[config.mk]
export PLATFORM = sky130hd
export DESIGN_NAME = slow_launch
export DESIGN_NICKNAME = d
export VERILOG_FILES = /design/src/rtl/slow_launch_pkg.sv /design/src/rtl/slow_launch.sv
export SDC_FILE = /design/constraint.sdc
export NUM_CORES = 1
export LEC_CHECK = 0
export ABC_AREA = 0
export CORE_AREA = 2 2 78 80
export DETAILED_ROUTE_END_ITERATION = 6
export DIE_AREA = 0 0 80 82
export PLACE_DENSITY_LB_ADDON = 0.05
export SYNTH_ARGS = -nofsm -noshare
export SYNTH_HDL_FRONTEND = slang
export SYNTH_SLANG_ARGS = --single-unit
[constraint.sdc]
create_clock -name clk1 -period 1.52 [get_ports clk1]
set_clock_uncertainty 0.1 [all_clocks]
set_input_delay 0.152 -clock clk1 [delete_from_list [all_inputs] [get_ports clk1]]
set_output_delay 0.152 -clock clk1 [all_outputs]
set_load 0.02 [all_outputs]
[src/rtl/slow_launch_pkg.sv]
// Shared definitions for the slow-to-fast CDC launcher: FSM encodings and default timing.
// Sampler-side benches import the same defaults so both ends agree on pulse shape.
package slow_launch_pkg;

   typedef enum logic [1:0] {
      ST_IDLE = 2'd0,
      ST_HIGH = 2'd1,
      ST_HOLD = 2'd2,
      ST_BAD  = 2'd3
   } state_e;

   localparam int DEF_DW      = 32;
   localparam int DEF_EN_HIGH = 2;
   localparam int DEF_GAP     = 2;
   localparam int CNT_W       = 16;

   function automatic int max2(input int a, input int b);
      return (a > b) ? a : b;
   endfunction

endpackage

[src/rtl/slow_launch.sv]
// Source-domain launcher: accepts a word on valid/ready, then drives din with a stretched
// din_en pulse followed by a low gap so a 2-flop sync plus edge detect in clk2 sees it once.
module slow_launch
   import slow_launch_pkg::*;
#(
   parameter int DW      = DEF_DW,
   parameter int EN_HIGH = DEF_EN_HIGH,
   parameter int GAP     = DEF_GAP
) (
   input  logic              clk1,
   input  logic              rstn,
   input  logic              s_valid,
   input  logic [DW-1:0]     s_data,
   output logic              s_ready,
   output logic [DW-1:0]     din,
   output logic              din_en,
   output logic              busy,
   output logic [CNT_W-1:0]  word_cnt
);

   localparam int TW = $clog2(max2(EN_HIGH, GAP) + 1);

   generate
      if (EN_HIGH < 1 || GAP < 1 || (EN_HIGH + GAP) < 3) begin : g_bad_params
         $error("slow_launch: need EN_HIGH>=1, GAP>=1 and EN_HIGH+GAP>=3");
      end
   endgenerate

   state_e              state_q;
   logic [TW-1:0]       tmr_q;
   logic [TW-1:0]       tmr_d;
   logic [DW-1:0]       din_q;
   logic                din_en_q;
   logic [CNT_W-1:0]    word_cnt_q;
   logic [CNT_W-1:0]    word_cnt_d;

   assign tmr_d      = tmr_q - 1'b1;
   assign word_cnt_d = word_cnt_q + 1'b1;

   // Ready depends on state alone so upstream never sees a comb path from s_valid.
   assign s_ready  = (state_q == ST_IDLE);
   assign busy     = (state_q != ST_IDLE);
   assign din      = din_q;
   assign din_en   = din_en_q;
   assign word_cnt = word_cnt_q;

   always_ff @(posedge clk1) begin
      if (!rstn) begin
         state_q    <= ST_IDLE;
         tmr_q      <= '0;
         din_q      <= '0;
         din_en_q   <= 1'b0;
         word_cnt_q <= '0;
      end else begin
         case (state_q)
            ST_IDLE: begin
               din_en_q <= 1'b0;
               if (s_valid) begin
                  din_q      <= s_data;
                  din_en_q   <= 1'b1;
                  word_cnt_q <= word_cnt_d;
                  tmr_q      <= TW'(EN_HIGH - 1);
                  state_q    <= ST_HIGH;
               end
            end
            ST_HIGH: begin
               if (tmr_q == '0) begin
                  din_en_q <= 1'b0;
                  tmr_q    <= TW'(GAP - 1);
                  state_q  <= ST_HOLD;
               end else begin
                  tmr_q <= tmr_d;
               end
            end
            ST_HOLD: begin
               din_en_q <= 1'b0;
               if (tmr_q == '0) begin
                  state_q <= ST_IDLE;
               end else begin
                  tmr_q <= tmr_d;
               end
            end
            default: begin
               state_q  <= ST_IDLE;
               din_en_q <= 1'b0;
               tmr_q    <= '0;
            end
         endcase
      end
   end

endmodule

==> summary.md, run 1 <==
| Metric | Value |
|---|---|
| Die area | `approximately 0.0066 mm2` |
| Path type of the worst min-delay path | `primary input to flop` |
| Startpoint of the worst hold path | `s_data[3]` |
| CP Class | `flop to flop` |
| Startpoint types | `flop` |
| Layout area overhead | `68.0%` |
| Drt pass-1 iters | `4` |
| Crit path depth | `4` |
| Post-synthesis area per instance | `just over 8 um2` |
| Placed Cells | `434` |
| Die width | `80 um` |
| Syn Nets | `a little under 300` |
| Cell Area, Synth | `0.00209 mm2` |
| Worst EP arrival | `1.73 ns` |
| Vias in the first global route | `1932` |
| Via count | `2029` |
| Clock sink total | `53` |
| Hold EP | `din[3]` |
| Buf/Inv on CP | `0` |
| Final ANT Viol Nets | `0` |
| Commonest non-fill, non-tap cell in the layout | `nand2_1` |
| Root Driver | `clkbuf_8` |
| Status | `complete, but fails checks` |
| Multi-input logic area | `0.00102 mm2` |
| Nets@finish | `407` |
| Placement Setup Slack | `-0.249 ns` |
| Crit-path leading delay family | `simple AND/OR/NAND/NOR gates` |
| Pwr/cell area | `roughly 850 mW/mm2` |
| FP Rows | `28` |
| Largest net degree at the start of global routing | `34` |
| Final Non-Filler Cells | `445` |
| Ys Warns | `0` |
| Slowest cell on crit path | `or4_4` |
| Number of max-slew violations in the final report | `0` |
| RR Endpoint | `word_cnt[14]` |
| Post-CTS Hold Buffers | `0` |
| Total Wirelength | `5520 um` |
| Final HPWL DP | `3830 um` |
| Worst-Margin Slew | `0.253 ns` |
| Slowest stage delay, CP | `0.54 ns` |
| Post-layout min period | `1.59 ns` |
| Final setup viols | `2` |
| First-pass GRT wire length | `8930 um` |
| I/O pin count | `86` |
| Reg clk slew, reported paths | `0.09 ns` |
| CTS HTree Levels | `2` |
| Fillers | `534` |
| Ys async rst share | `0%` |
| IO buf count | `85` |
| Clock Latency Late Sink | `0.30 ns` |
| CTS tree | `built` |
| Hold Path Cell Cnt | `3` |
| Core area | `between 0.005 and 0.006 mm2` |
| Die H | `82 um` |
| Initial antenna violation count | `0` |
| Final GP Congestion | `0.784` |
| Share of layout cells above drive strength 1 | `18.9%` |
| VDD IR-drop max | `roughly 0.43 mV` |
| Initial Util | `between 30% and 40%` |
| Final WS setup | `-0.0655 ns` |
| Fmax | `631 MHz` |
| RSZ-0062 raised after global routing | `yes` |
| Failing checks | `negative setup slack` |
| Drt drc | `0` |
| EDFF count, synth | `0` |
| Maxcap violations | `0` |
| Fin crit share | `104%` |
| Cells after Synth | `257` |
| Final hold viol count | `0` |
| Crit Reg-Reg Startpoint | `word_cnt[3]` |
| Total negative slack | `-0.114 ns` |
| R2r worst-path depth | `4` |
| Crit path capture type | `flop` |
| Worst slew margin | `83.0%` |
| Reg2reg setup slack | `-0.07 ns` |
| ANT cells | `0` |
| Synthesized flop and latch total | `53` |
| Sequential area share after synthesis | `50.7%` |
| Vias/cell | `4.56` |
| Register area | `0.00110 mm2` |
| Crit Path Max Fanout | `4` |
| CTS max path bufs | `2` |
| Post-synth cell types | `30` |
| Total Routing Usage GR | `between 10% and 20%` |
| Worst Path Required | `1.66 ns` |
| Post-synth top flop | `dfxtp_1` |
| Iteration-0 DRC Markers | `between 90 and 100` |
| Worst path cell trace | `nand4_1 -> or4_4 -> or3_4 -> a21oi_2` |
| Most frequent cells in the layout | `nand2_1, dfxtp_1, a21oi_1` |
| CTS Buf Count | `5` |
| Avg WL per Cell | `12.4 um` |
| Leakage power | `1.84 nW` |
| Global route overflow | `0` |
==> layout make-up <==
cell class	count	area share, %
repair buffers	120	33.3
flip-flops and latches	53	31.3
multi-input cells	183	29.0
clock buffers	7	2.78
well taps	75	2.67
inverters	6	0.641
clock inverters	1	0.249
==> cell usage after synthesis (2+ instances only) <==
| cell | instances | area share, % |
|---|---|---|
| a21oi_1 | 37 | 8.8 |
| a31oi_1 | 2 | 0.60 |
| and3_1 | 4 | 1.2 |
| buf_2 | 3 | 0.72 |
| clkbuf_1 | 11 | 2.0 |
| dfxtp_1 | 53 | 51 |
| ha_1 | 3 | 1.8 |
| inv_1 | 6 | 1.1 |
| mux2i_1 | 3 | 1.4 |
| nand2_1 | 74 | 13 |
| nand2b_1 | 4 | 1.2 |
| nand3_1 | 2 | 0.48 |
| nand3b_1 | 2 | 0.72 |
| nand4_1 | 7 | 2.1 |
| nor2_1 | 13 | 2.3 |
| nor3_1 | 5 | 1.2 |
| o21ai_0 | 5 | 1.2 |
| or3_1 | 3 | 0.90 |
| xnor2_1 | 4 | 1.7 |
| xor2_1 | 6 | 2.5 |
==> worst max path at each step <==
stage / endpoint / from / slack (ns)
after floorplan: word_cnt[15] / word_cnt[9] / -0.12
after global placement: word_cnt[11] / s_valid / -0.23
after detailed placement: word_cnt[11] / s_valid / -0.25
after CTS: word_cnt[14] / word_cnt[3] / -0.07
after global routing: word_cnt[14] / word_cnt[3] / -0.13
final: word_cnt[14] / word_cnt[3] / -0.07
==> where the power goes <==
group	internal, mW	switching [mW]
logic	0.307	0.307
clock network	0.429	0.450
registers	1.45	0.0422
==> cells by family after synthesis <==
family	synth area share [%]
buf+inv	3.94
flops	50.7
mux	1.43
xor+xnor	4.18
fa+ha+maj	1.79
compound gates	11.0
simple gates	27.0
==> metal layers <==
| layer | share of wire (%) | GRT usage, % | vias to the layer above |
|---|---|---|---|
| li1 | - | - | 1074 |
| met1 | 47 | 23.1 | 899 |
| met2 | 45 | 26.8 | 52 |
| met3 | 7.5 | 5.60 | 4 |
| met4 | 0.67 | 4.07 | 0 |
| met5 | 0 | 0 | - |
==> metrics by stage <==
step	hold WS (ns)	power (mW)	area, um2	utilization (%)
after floorplan	0.174	1.81	2150	-
after global placement	0.341	2.15	3300	57.4
after detailed placement	0.346	2.15	3300	57.4
after CTS	0.277	3.03	3400	59.2
after global routing	0.296	3.17	3520	61.2
final	0.290	2.99	3520	61.2
==> worst reg2reg max path: cells and delay by family, from the launching register on <==
kind               cells  cell delay, ns
DFF                    1            0.35
and+or+nand+nor        3            0.97
AOI/OAI and AO/OA      1            0.11
==> flip-flops by register name (all words and copies together), names as in the netlist <==
| signal | flops |
|---|---|
| din | 32 |
| din_en | 1 |
| state_q | 2 |
| tmr_q | 2 |
| word_cnt | 16 |
==> what timing repair did <==
| item | in CTS | in global routing |
|---|---|---|
| setup endpoints to repair | 33 | 30 |
| resized for setup | 33 | 33 |
| pin swaps | 5 | 3 |
| gates cloned | 0 | 0 |
| buffers inserted | 0 | 3 |
(Power assumes the default switching activity.)
==> run 2: changes to the inputs <==
PLACE_DENSITY_LB_ADDON = 0.25   (was 0.05)
==> run 2 against run 1 <==
Effect of this change:
- die area unchanged
- largest cell class unchanged
- register-to-register slack is essentially flat
- the run still ends with negative setup slack left
- first-iteration DRC count is 42% lower
- fmax barely moved
- wire length fell by 0.13%
- combinational power about the same
- sequential share of layout area hardly changed
- highest routed layer unchanged
==> summary.md, run 2 (synthesis gave the netlist of run 1 again) <==
| Metric | Value |
|---|---|
| First-pass GRT wire length | `8070 um (-9.6%)` |
| Core area | `0.00575 mm2 (unchanged)` |
| Drt drc | `0 (unchanged)` |
| Root Driver | `clkbuf_8` |
| Largest net degree at the start of global routing | `32 (-5.9%)` |
| CTS HTree Levels | `2 (unchanged)` |
| Final HPWL DP | `3910 um (+2.0%)` |
| Worst path cell trace | `nand4_1 -> or4_4 -> or3_1 -> a21oi_1` |
| Number of max-slew violations in the final report | `0 (unchanged)` |
| Critical path origin | `word_cnt[5]` |
| Multi-input logic area | `0.00101 mm2 (-0.74%)` |
| Sequential share of power | `50.4% (+0.4 points)` |
| Die H | `82 um (unchanged)` |
| Final GP Congestion | `0.790 (+0.70%)` |
| Layout area overhead | `68.1%` |
| Die area | `0.00656 mm2 (unchanged)` |
| IO buf count | `85 (unchanged)` |
| Path type of the worst min-delay path | `primary input to flop` |
| CTS Buf Count | `5 (unchanged)` |
| FP Rows | `28 (unchanged)` |
| Startpoint types | `flop` |
| Reg clk slew, reported paths | `0.09 ns (about the same)` |
| R2r worst-path depth | `4 (unchanged)` |
| Register area | `0.00110 mm2 (unchanged)` |
| Crit path to | `word_cnt[14]` |
| CTS max path bufs | `2 (unchanged)` |
| Initial Util | `36.4% (unchanged)` |
| Most frequent cells in the layout | `nand2_1, dfxtp_1, a21oi_1` |
| Share of layout cells above drive strength 1 | `18.9% (-0.051 points)` |
| Commonest non-fill, non-tap cell in the layout | `nand2_1` |
| Fillers | `548 (+2.6%)` |
| Avg WL per Cell | `12.4 um (-0.35%)` |
| Failing checks | `negative setup slack` |
| CP Class | `flop to flop` |
| Final setup viols | `2 (unchanged)` |
| Final hold viol count | `0 (unchanged)` |
| RSZ-0062 raised after global routing | `yes` |
| Sw Ratio | `27.0% (+0.19 points)` |
| Via count | `2099 (+3.4%)` |
| Sw Pwr | `0.802 mW (+0.25%)` |
| Clock Latency Late Sink | `0.30 ns (about the same)` |
| Placement Setup Slack | `-0.280 ns (-0.0311 ns)` |
| Worst slew margin | `78.7% (-4.3 points)` |
| Clock share of power | `29.0% (-0.4 points)` |
| Maxcap violations | `0 (unchanged)` |
| Final core utilization | `61.3% (+0.065 points)` |
| Fmax | `630 MHz (about the same)` |
| Leakage power | `1.89 nW (+2.9%)` |
| Slowest stage delay, CP | `0.52 ns (-0.02 ns)` |
| Final ANT Viol Nets | `0 (unchanged)` |
| Vias/cell | `4.71 (+3.2%)` |
| Nets@finish | `408 (+0.25%)` |
| VDD IR-drop max | `0.507 mV (+17%)` |
| Worst hold slack | `0.291 ns (+0.000814 ns)` |
| Comb pwr share | `20.7% (about the same)` |
| Pwr/cell area | `845 mW/mm2 (-0.58%)` |
| Clock sink total | `53 (unchanged)` |
| Crit path capture type | `flop` |
| Largest register FFs | `32 (unchanged)` |
| Slowest cell on crit path | `or4_4` |
| Global route overflow | `0 (unchanged)` |
| Crit Path Max Fanout | `4 (unchanged)` |
| Initial antenna violation count | `0 (unchanged)` |
| CTS tree | `built` |
| Worst EP arrival | `1.72 ns (about the same)` |
| Worst Path Required | `1.66 ns (about the same)` |
| I/O pin count | `86 (unchanged)` |
| RR Endpoint | `word_cnt[14]` |
| Drt pass-1 iters | `4 (unchanged)` |
| Reg2reg setup slack | `-0.07 ns (about the same)` |
| Crit Reg-Reg Startpoint | `word_cnt[5]` |
| Total Wirelength | `5510 um (-0.13%)` |
| Iteration-0 DRC Markers | `57 (-42%)` |
| Vias in the first global route | `1792 (-7.2%)` |
| Final WS setup | `-0.0668 ns (-0.00130 ns)` |
| Worst-Margin Slew | `0.319 ns (+0.0664 ns)` |
| Total Routing Usage GR | `15.9% (-1.3 points)` |
| Post-layout min period | `1.59 ns (+0.00130 ns)` |
| Die width | `80 um (unchanged)` |
| Status | `complete, but fails checks` |
| Fin crit share | `104% (about the same)` |
| Internal | `2.17 mW (-0.73%)` |
| ANT cells | `0 (unchanged)` |
-- run 2: how the worst min path moves through the flow --
| stage | startpoint | to | slack, ns | depth (start not counted) |
|---|---|---|---|---|
| 2_1_floorplan | rstn | tmr_q[1] | 0.17 | 1 |
| 3_3_place_gp | din[7] | din[7] | 0.34 | 2 |
| 3_5_place_dp | din[13] | din[13] | 0.35 | 2 |
| 4_1_cts | s_data[0] | din[0] | 0.28 | 3 |
| 5_1_grt | s_data[8] | din[8] | 0.28 | 3 |
| 6_report | s_data[14] | din[14] | 0.29 | 3 |
-- run 2: metrics by stage --
stage	power (mW)	instance area, um2	instances	TNS [ns]
after floorplan	1.81	2150	257	-0.239
after global placement	2.15	3290	435	-8.43
after detailed placement	2.15	3290	435	-8.17
after CTS	2.99	3370	443	-0.164
after global routing	3.12	3520	446	-0.336
final	2.97	3520	446	-0.120
-- run 2: power groups by stage --
stage / logic [mW] / registers [mW] / clock network [mW]
2_1_floorplan: 0.208 / 1.61 / 0
3_3_place_gp: 0.622 / 1.53 / 0
3_5_place_dp: 0.625 / 1.53 / 0
4_1_cts: 0.611 / 1.50 / 0.885
5_1_grt: 0.666 / 1.51 / 0.943
6_report: 0.615 / 1.50 / 0.861
-- run 2: area by class of cell --
class                      instances  share of cell area (%)
clock inverter                     1                   0.142
clock buffer                       7                    2.74
inverter                           6                   0.640
multi-input combinational        183                    28.8
timing repair buffer             121                    33.8
sequential                        53                    31.2
tap                               75                    2.67
-- run 2: layer usage --
layer | global-route usage [%] | vias to the layer above | share of wire [%]
met4 | 6.61 | 0 | 1.2
met1 | 20.4 | 965 | 44
li1 | - | 1074 | -
met3 | 3.52 | 5 | 5.4
met5 | 0 | - | 0
met2 | 25.8 | 55 | 49
-- run 2: critical path: cells and delay by family, from the launching register on --
| kind | cells | cell delay, ns |
|---|---|---|
| and+or+nand+nor | 3 | 0.93 |
| DFF | 1 | 0.36 |
| AOI/OAI and AO/OA | 1 | 0.14 |
-- run 2: timing repair --
action	4_1_cts	5_1_grt
hold buffers	0	0
pin swaps	3	7
buffers inserted	0	3
gates cloned	0	0
gates resized for setup	23	43
endpoints found under the setup margin	25	49
